===== config.mk =====
export PLATFORM = sky130hd
export DESIGN_NAME = rf_writeback_queue
export DESIGN_NICKNAME = d
export VERILOG_FILES = /design/src/rtl/rf_writeback_queue.sv
export SDC_FILE = /design/constraint.sdc
export NUM_CORES = 1
export LEC_CHECK = 0
export BUFFER_PORTS_ARGS = -buffer_cell sky130_fd_sc_hd__clkbuf_2
export CORE_ASPECT_RATIO = 0.9
export CORE_MARGIN = 5
export CORE_UTILIZATION = 62
export CTS_BUF_LIST = sky130_fd_sc_hd__clkbuf_4 sky130_fd_sc_hd__clkbuf_8
export CTS_CLUSTER_DIAMETER = 200
export DETAILED_ROUTE_END_ITERATION = 10
export PLACE_DENSITY = 0.83
export SYNTH_ARGS = -nofsm -noshare
export SYNTH_HDL_FRONTEND = slang
export SYNTH_SLANG_ARGS = --single-unit

===== constraint.sdc =====
create_clock -name clk -period 5.7 [get_ports clk]
set_input_delay 0.855 -clock clk [delete_from_list [all_inputs] [get_ports clk]]
set_output_delay 0.855 -clock clk [all_outputs]
set_load 0.1 [all_outputs]

===== src/rtl/rf_writeback_queue.sv =====
// rf_writeback_queue
//
// Write-back buffer placed directly in front of the register file. Execution
// units push (address, data) write requests over a valid/ready handshake.
// The requests are held in a small circular FIFO and drained in order, at
// most one per cycle, into the register file write port. A combinational
// bypass lookup returns the youngest pending value for any register address.
// Readers therefore never see stale register contents while writes are still
// queued.
//
// Optional feature (macro WBQ_COALESCE_EN):
//   When this macro is defined, a request that targets the same address as
//   the youngest queued entry overwrites that entry's data in place. No new
//   entry is allocated. When the macro is undefined, every accepted request
//   allocates its own entry.
//
// Ports:
//   clk               clock, all state updates on the rising edge
//   clear             asynchronous active-high reset
//   in_valid          upstream write request valid
//   in_ready          queue can accept a request this cycle
//   in_addr           destination register of the request
//   in_data           data of the request
//   rf_stall          register file write port unavailable this cycle
//   rf_write_enable   register file write_enable
//   rf_write_location register file write_location
//   rf_data           register file data_in
//   lookup_addr       bypass query address
//   lookup_hit        a pending entry matches lookup_addr
//   lookup_data       data of the youngest matching pending entry
//   count             number of valid entries
//
// DEPTH must be a power of two (2..16), so the pointers wrap naturally.

module rf_writeback_queue #(
  parameter int DATA_W = 32,
  parameter int ADDR_W = 5,
  parameter int DEPTH  = 4
) (
  input  logic                     clk,
  input  logic                     clear,
  input  logic                     in_valid,
  output logic                     in_ready,
  input  logic [ADDR_W-1:0]        in_addr,
  input  logic [DATA_W-1:0]        in_data,
  input  logic                     rf_stall,
  output logic                     rf_write_enable,
  output logic [ADDR_W-1:0]        rf_write_location,
  output logic [DATA_W-1:0]        rf_data,
  input  logic [ADDR_W-1:0]        lookup_addr,
  output logic                     lookup_hit,
  output logic [DATA_W-1:0]        lookup_data,
  output logic [$clog2(DEPTH):0]   count
);

  localparam int PTR_W = $clog2(DEPTH);
  localparam int CNT_W = PTR_W + 1;
  localparam logic [CNT_W-1:0] FULL_COUNT = CNT_W'(DEPTH);

  logic [ADDR_W-1:0] addr_mem [DEPTH];
  logic [DATA_W-1:0] data_mem [DEPTH];
  logic [DEPTH-1:0]  valid_q;
  logic [PTR_W-1:0]  head_q;
  logic [PTR_W-1:0]  tail_q;
  logic [CNT_W-1:0]  count_q;

  logic full;
  logic empty;
  logic push;
  logic pop;

  assign full  = (count_q == FULL_COUNT);
  assign empty = (count_q == '0);
  assign count = count_q;

  // Draining depends only on registered occupancy and the register file stall.
  assign pop = !empty && !rf_stall;

`ifdef WBQ_COALESCE_EN
  logic [PTR_W-1:0] tail_m1;
  logic             coalesce_ok;
  logic             coalesce;

  assign tail_m1 = tail_q - 1'b1;

  // The youngest entry may absorb a same-address request. This is not allowed
  // when it is also the head and is being written out this cycle, because the
  // new data would then be lost. In that case the request allocates normally.
  assign coalesce_ok = !empty && (addr_mem[tail_m1] == in_addr) &&
                       !(pop && (count_q == CNT_W'(1)));
  assign in_ready    = !clear && (!full || coalesce_ok);
  assign coalesce    = in_valid && in_ready && coalesce_ok;
  assign push        = in_valid && in_ready && !coalesce_ok;
`else
  assign in_ready = !clear && !full;
  assign push     = in_valid && in_ready;
`endif

  // The head entry is presented only when something is queued. Otherwise the
  // write port sees zeros.
  assign rf_write_enable   = pop;
  assign rf_write_location = empty ? '0 : addr_mem[head_q];
  assign rf_data           = empty ? '0 : data_mem[head_q];

  // The scan runs from the head toward the tail. A later match overrides an
  // earlier one, so the youngest matching entry wins.
  logic [PTR_W-1:0] scan_idx;
  always_comb begin
    lookup_hit  = 1'b0;
    lookup_data = '0;
    scan_idx    = head_q;
    for (int i = 0; i < DEPTH; i++) begin
      scan_idx = head_q + PTR_W'(i);
      if (valid_q[scan_idx] && (addr_mem[scan_idx] == lookup_addr)) begin
        lookup_hit  = 1'b1;
        lookup_data = data_mem[scan_idx];
      end
    end
  end

  // Pointers, occupancy, valid bits and storage. Push and pop in the same
  // cycle never target the same slot: that would need count 0 (no pop) or
  // count DEPTH (no push).
  always_ff @(posedge clk or posedge clear) begin
    if (clear) begin
      head_q  <= '0;
      tail_q  <= '0;
      count_q <= '0;
      valid_q <= '0;
      for (int i = 0; i < DEPTH; i++) begin
        addr_mem[i] <= '0;
        data_mem[i] <= '0;
      end
    end else begin
      if (push) begin
        addr_mem[tail_q] <= in_addr;
        data_mem[tail_q] <= in_data;
        valid_q[tail_q]  <= 1'b1;
        tail_q           <= tail_q + 1'b1;
      end
`ifdef WBQ_COALESCE_EN
      if (coalesce) begin
        data_mem[tail_m1] <= in_data;
      end
`endif
      if (pop) begin
        valid_q[head_q] <= 1'b0;
        head_q          <= head_q + 1'b1;
      end
      case ({push, pop})
        2'b10:   count_q <= count_q + 1'b1;
        2'b01:   count_q <= count_q - 1'b1;
        default: count_q <= count_q;
      endcase
    end
  end

endmodule

==> impl_results.rst, run 1 <==
.. list-table::
   :header-rows: 1

   * - Metric
     - Value
   * - Result of the run
     - completed
   * - Global route overflow
     - 0
   * - Most area-hungry cell type in the Yosys netlist
     - dfrtp_1
   * - Buffer levels on the longest clock path
     - 2
   * - Num CTS Buffers
     - 17
   * - Setup repair after global routing missed its margin
     - false
   * - Syn Nets
     - 912
   * - Number of warnings issued by yosys
     - 0
   * - Number of remaining DRC errors
     - 0
   * - Upper clock frequency limit
     - 182.5 MHz
   * - Top-Level Pins
     - 121
   * - Post-CTS Setup Repair Bufs
     - 0
   * - Area fraction of the dominant cell type after synthesis
     - 0.3350
   * - Max-slew violation count
     - 0
   * - Synth cell count leaders
     - dfrtp_1 (159), mux2_2 (148), mux4_2 (138), mux2i_1 (49), nor3b_2 (39)
   * - Antenna violations before repair
     - 2
   * - Total length of routed met2 wires
     - 14.30 mm
   * - Area of the multi-input gates
     - 7585 sq um
   * - Met3 layer wire length in the routed design
     - 2.185 mm
   * - Number of maximum-capacitance constraint violations
     - 0
   * - Fillers
     - 1315
   * - Primary FF master, synth
     - dfrtp_1
   * - Starting Density
     - 0.6238
   * - Total area of sequential cells
     - 3986 sq um
   * - Largest net degree at the start of global routing
     - 117
   * - Clock slew seen by the registers of the worst setup and hold paths
     - 0.09 ns
   * - Transition time of the tightest slew-check pin
     - 1.187 ns
   * - Maximum clock skew at final layout
     - 0.01384 ns
   * - Post-synthesis instance total
     - 856
   * - First-pass GRT wire length
     - 46.63 mm
   * - Number of enable flip-flop cells after synthesis
     - 0
   * - Part of the cycle the worst path needs
     - 0.9613
   * - WL final
     - 28.57 mm
   * - Post-synthesis area per instance
     - 13.87 sq um
   * - Number of hold buffers added after cts
     - 0
   * - Worst min path class
     - reg -> reg
   * - Post-detailed-route count of antenna-violating nets
     - 0
   * - Root Buffer
     - clkbuf_8
   * - Post-DP HPWL
     - 18.13 mm
   * - Fraction of final layout cells sized beyond drive strength 1
     - 0.5755
   * - CTS tree
     - built
   * - CP Data Arrival Time
     - 4.62 ns
   * - Final sum of negative setup slack
     - 0 ns
   * - Uppermost metal layer occupied by signal nets
     - met5
   * - Endpoints failing hold
     - 0
   * - Capturing element type of the critical path
     - primary output
   * - M1 WL
     - 11.61 mm
   * - Vias after detailed routing
     - 8225
   * - Via/cell ratio
     - 6.871
   * - Register bit count reported by yosys
     - 159
   * - Die boundary width
     - 155.9 microns
   * - Post-cts sizing count
     - 0
   * - Area of the die
     - 22030 sq um
   * - Most common cell in the netlist
     - dfrtp_1
   * - Core Rows
     - 48
   * - Clock latency on the worst-skew pair
     - 0.47 ns
   * - Final Wtd Congestion
     - 0.8264
   * - Ant. Diodes
     - 0
   * - Chip Height
     - 141.3 microns
   * - Post-synth design cell area
     - 11880 sq um
   * - Final count of negative-setup-slack endpoints
     - 0
   * - Worst slew margin
     - 0.2090
   * - Core ar.
     - 19040 sq um
   * - Number of distinct library cells after synthesis
     - 44
   * - Number of levels the H-tree was split into
     - 4
   * - Post-synthesis async set-or-reset flop share
     - 1.000
   * - Sequential-to-total area share from yosys stat
     - 0.3350
   * - 1st-pass router iterations
     - 5
   * - Detailed router's first-iteration violation count
     - 577
   * - Number of nets in the finished design
     - 990
   * - GRT Total Usage
     - 0.2697
   * - Average detailed-routed wire length per instance
     - 23.87 microns
   * - Leading post-synthesis cells by cell area
     - dfrtp_1 (34%), mux4_2 (26%), mux2_2 (14%)
   * - Worst Setup Path Type
     - reg -> out
   * - Clock period minus worst slack
     - 5.479 ns
   * - Area Growth Syn to Fin
     - 10.75%
   * - Kind of launch point of the worst setup path
     - flip-flop
   * - PortBufs
     - 120
   * - CTS sink cnt
     - 159
   * - Maximum fanout along the worst path
     - 32
   * - Number of global-route vias before repair
     - 8467
   * - Required time at the endpoint of the critical path
     - 4.85 ns
[worst max-delay path: stages, from the launching register on]
cell and delay (ns):
dfrtp_4 0.54, clkinv_1 0.32, ha_4 0.66, buf_4 0.33
mux2i_1 0.25, xor2_1 0.19, nand4_1 0.20, a21oi_4 0.23
buf_4 0.48, nor3b_1 0.12, a211oi_2 0.30, clkbuf_2 0.51
[stage by stage]
step           setup WS, ns    util  hold slack (ns)  cells  cell area (sq um)
2_1_floorplan        0.1803       -           0.5263    856              11990
3_3_place_gp         0.8922  0.6675           0.5273   1165              12710
3_5_place_dp         0.7901  0.6675           0.5325   1165              12710
4_1_cts              0.2627  0.6909           0.5501   1197              13150
5_1_grt             0.01963  0.6909           0.5883   1197              13150
6_report             0.2208  0.6909           0.5503   1197              13150
[logic make-up after synthesis]
family / after synthesis / synth area share
AO/OA/AOI/OAI: 53 / 0.03856
XOR/XNOR: 39 / 0.03003
adder cells (fa/ha/maj): 10 / 0.01117
buffers and inverters: 96 / 0.03908
flip-flops: 159 / 0.3350
multiplexers: 337 / 0.4477
AND/OR/NAND/NOR: 162 / 0.09840
[layout by cell type (no fill, tap or decap), types with 3 or more instances in the layout]
cell,synthesis,layout
mux2_2,148,148
xor2_1,25,25
nand4_1,4,4
bufinv_16,0,4
clkbuf_4,2,3
clkinvlp_4,0,4
buf_4,2,19
nor2_1,38,38
ha_1,9,8
xnor2_1,12,12
nor2b_1,35,35
mux4_2,138,138
nand2_1,15,11
nor3b_2,39,39
inv_1,14,13
a21oi_1,4,4
o32ai_1,4,4
nand2_2,0,4
mux2i_1,49,49
a22oi_1,4,4
nor3b_1,25,25
a211oi_2,10,32
clkbuf_2,0,120
clkbuf_8,0,19
dfrtp_1,159,157
[registers in the layout (all words and copies together) (netlist names)]
register and flops:
head_q 2, valid_q 4, addr_mem 20, tail_q 2
data_mem 128, count 3
[cell type report]
type | instances | area share
Multi-Input combinational cell | 601 | 0.5767
Sequential cell | 159 | 0.3031
Timing Repair Buffer | 140 | 0.05803
Tap cell | 250 | 0.02378
Clock buffer | 22 | 0.02159
Clock inverter | 10 | 0.01218
Inverter | 15 | 0.004661
[metal layers]
layer | vias to the layer above | GRT usage
met5 | - | 0
met4 | 4 | 0.07186
met3 | 38 | 0.06191
met2 | 363 | 0.4371
met1 | 4333 | 0.3730
li1 | 3487 | -
[worst paths after layout]
kind	from	endpoint	slack, ns	cells past startpoint
min in group asynchronous	clear	count[2]	0.63	2
max reg2reg	head_q[0]	valid_q[3]	3.08	4
min reg2reg	count[0]	count[0]	0.55	1
max	head_q[0]	lookup_data[27]	0.22	11
min	count[0]	count[0]	0.55	1
max in group asynchronous	clear	data_mem[80]	3.94	3
Power of run 1 is not shown: default switching activity piles up to over one toggle a cycle in this logic, so the estimate is an artifact.
==> inputs of run 2 (changes only) <==
==> constraint.sdc (replaced) <==
create_clock -name clk -period 5.5 [get_ports clk]
set_input_delay 0.825 -clock clk [delete_from_list [all_inputs] [get_ports clk]]
set_output_delay 0.825 -clock clk [all_outputs]
set_load 0.1 [all_outputs]
==> impl_results.rst, run 2 (same netlist as run 1, synthesis figures left out) <==
.. list-table::
   :header-rows: 1

   * - Metric
     - Value
   * - Number of remaining DRC errors
     - 0
   * - Post-CTS Setup Repair Bufs
     - 0
   * - PortBufs
     - 120
   * - Final count of negative-setup-slack endpoints
     - 0
   * - Fraction of final layout cells sized beyond drive strength 1
     - 0.5732
   * - Maximum fanout along the worst path
     - 32
   * - Number of nets in the finished design
     - 988
   * - Worst min path class
     - reg -> reg
   * - Top-Level Pins
     - 121
   * - Clock slew seen by the registers of the worst setup and hold paths
     - 0.08 ns
   * - Top Registers
     - data_mem: 128 flops, addr_mem: 20 flops, valid_q: 4 flops
   * - Worst path buffer plus inverter count
     - 4
   * - Post-detailed-route count of antenna-violating nets
     - 0
   * - Starting Density
     - 0.6238
   * - Number of maximum-capacitance constraint violations
     - 0
   * - WL final
     - 27.78 mm
   * - Number of levels the H-tree was split into
     - 4
   * - Global route overflow
     - 0
   * - Transition time of the tightest slew-check pin
     - 1.175 ns
   * - CTS tree
     - built
   * - Final sum of negative setup slack
     - 0 ns
   * - GRT Total Usage
     - 0.2618
   * - Post-cts sizing count
     - 0
   * - Detailed router's first-iteration violation count
     - 568
   * - Number of hold buffers added after cts
     - 0
   * - Part of the cycle the worst path needs
     - 0.9420
   * - Ant. Diodes
     - 0
   * - Post-DP HPWL
     - 17.67 mm
   * - Clock latency on the worst-skew pair
     - 0.46 ns
   * - Die boundary width
     - 155.9 microns
   * - Core Rows
     - 48
   * - Required time at the endpoint of the critical path
     - 4.68 ns
   * - Core ar.
     - 19040 sq um
   * - Commonest non-fill, non-tap cells in the layout
     - dfrtp_1 (157), mux2_2 (148), mux4_2 (138), clkbuf_2 (120), mux2i_1 (49)
   * - Capturing element type of the critical path
     - primary output
   * - Crit-path leading delay family
     - buffers and inverters
   * - Clock period minus worst slack
     - 5.181 ns
   * - Cell with the biggest individual delay on the critical path
     - ha_4
   * - Largest register FFs
     - 128
   * - Num CTS Buffers
     - 17
   * - Root Buffer
     - clkbuf_8
   * - Vias after detailed routing
     - 8050
   * - Worst Setup Path Type
     - reg -> out
   * - CP Data Arrival Time
     - 4.36 ns
   * - Largest net degree at the start of global routing
     - 145
   * - Chip Height
     - 141.3 microns
   * - Endpoints failing hold
     - 0
   * - Register with the most flip-flops
     - data_mem
   * - Area Growth Syn to Fin
     - 9.777%
   * - Buffer levels on the longest clock path
     - 2
   * - CP dominant cell by count
     - buf_4
   * - Kind of launch point of the worst setup path
     - flip-flop
   * - Max-slew violation count
     - 0
   * - Number of global-route vias before repair
     - 8185
   * - Upper clock frequency limit
     - 193.0 MHz
   * - Slack of the worst reg-to-reg path
     - 2.75 ns
   * - Ordered cell list for the critical path
     - clkinv_1 > ha_4 > buf_4 > mux2i_1 > xor2_1 > nand4_1 > a21oi_4 > buf_4 > nor3b_1 > a211oi_2 > clkbuf_2
   * - Area of the die
     - 22030 sq um
   * - Fillers
     - 1328
   * - Worst slew margin
     - 0.2166
   * - Commonest non-fill, non-tap cell in the layout
     - dfrtp_1
   * - 1st-pass router iterations
     - 5
   * - Via/cell ratio
     - 6.753
   * - CTS sink cnt
     - 159
   * - Average detailed-routed wire length per instance
     - 23.30 microns
   * - Max stage delay on crit path
     - 0.56 ns
   * - Result of the run
     - completed
   * - Antenna violations before repair
     - 1
   * - Final Wtd Congestion
     - 0.8258
   * - Maximum clock skew at final layout
     - 0.008448 ns
   * - Setup repair after global routing missed its margin
     - false
   * - First-pass GRT wire length
     - 45.05 mm
run 2: cell count changes in the layout (fill, tap and decap cells not counted):
cell / before / now
buf_4: 19 / 16
clkinvlp_4: 4 / 0
bufinv_16: 4 / 0
buf_12: 1 / 2
clkbuf_4: 3 / 8
run 2: cell type report:
| cell class | instances | area (sq um) | share of cell area |
|---|---|---|---|
| Sequential cell | 159 | 3986 | 0.3058 |
| Clock inverter | 2 | 10.01 | 0.0007678 |
| Timing Repair Buffer | 138 | 760.7 | 0.05835 |
| Clock buffer | 27 | 321.6 | 0.02466 |
| Multi-Input combinational cell | 601 | 7585 | 0.5818 |
| Tap cell | 250 | 312.8 | 0.02399 |
| Inverter | 15 | 61.31 | 0.004702 |
run 2: per-stage QoR:
step	instance area [sq um]	hold slack, ns	setup WS (ns)	util	cells
2_1_floorplan	11990	0.5263	0.01028	-	856
3_3_place_gp	12710	0.5303	0.9088	0.6674	1163
3_5_place_dp	12710	0.5323	0.8427	0.6674	1163
4_1_cts	13040	0.5502	0.3039	0.6848	1192
5_1_grt	13040	0.5703	0.08855	0.6848	1192
6_report	13040	0.5487	0.3192	0.6848	1192
run 2: worst register-to-register path, stage by stage (launching register included):
cell     delay (ns)
dfrtp_1        0.43
nor3_2         0.85
nor2_1         0.42
ha_1           0.33
inv_1          0.07
fa_1           0.17
xor2_1         0.16
nor2_1         0.06
xor2_1         0.14
run 2: worst paths after layout:
kind | from | to | depth (start not counted)
max | head_q[0] | lookup_data[0] | 11
min | count[0] | count[0] | 1
max reg2reg | count[0] | count[2] | 8
min reg2reg | count[0] | count[0] | 1
max in group asynchronous | clear | data_mem[22] | 3
min in group asynchronous | clear | count[0] | 2
run 2: routing by layer:
metal	global-route usage	vias to the layer above	share of wire
met5	0	-	0.00047
met4	0.07508	2	0.020
met3	0.05672	43	0.080
met2	0.4196	347	0.49
met1	0.3665	4197	0.41
li1	-	3461	-
Power of run 2 is left out for the same reason.
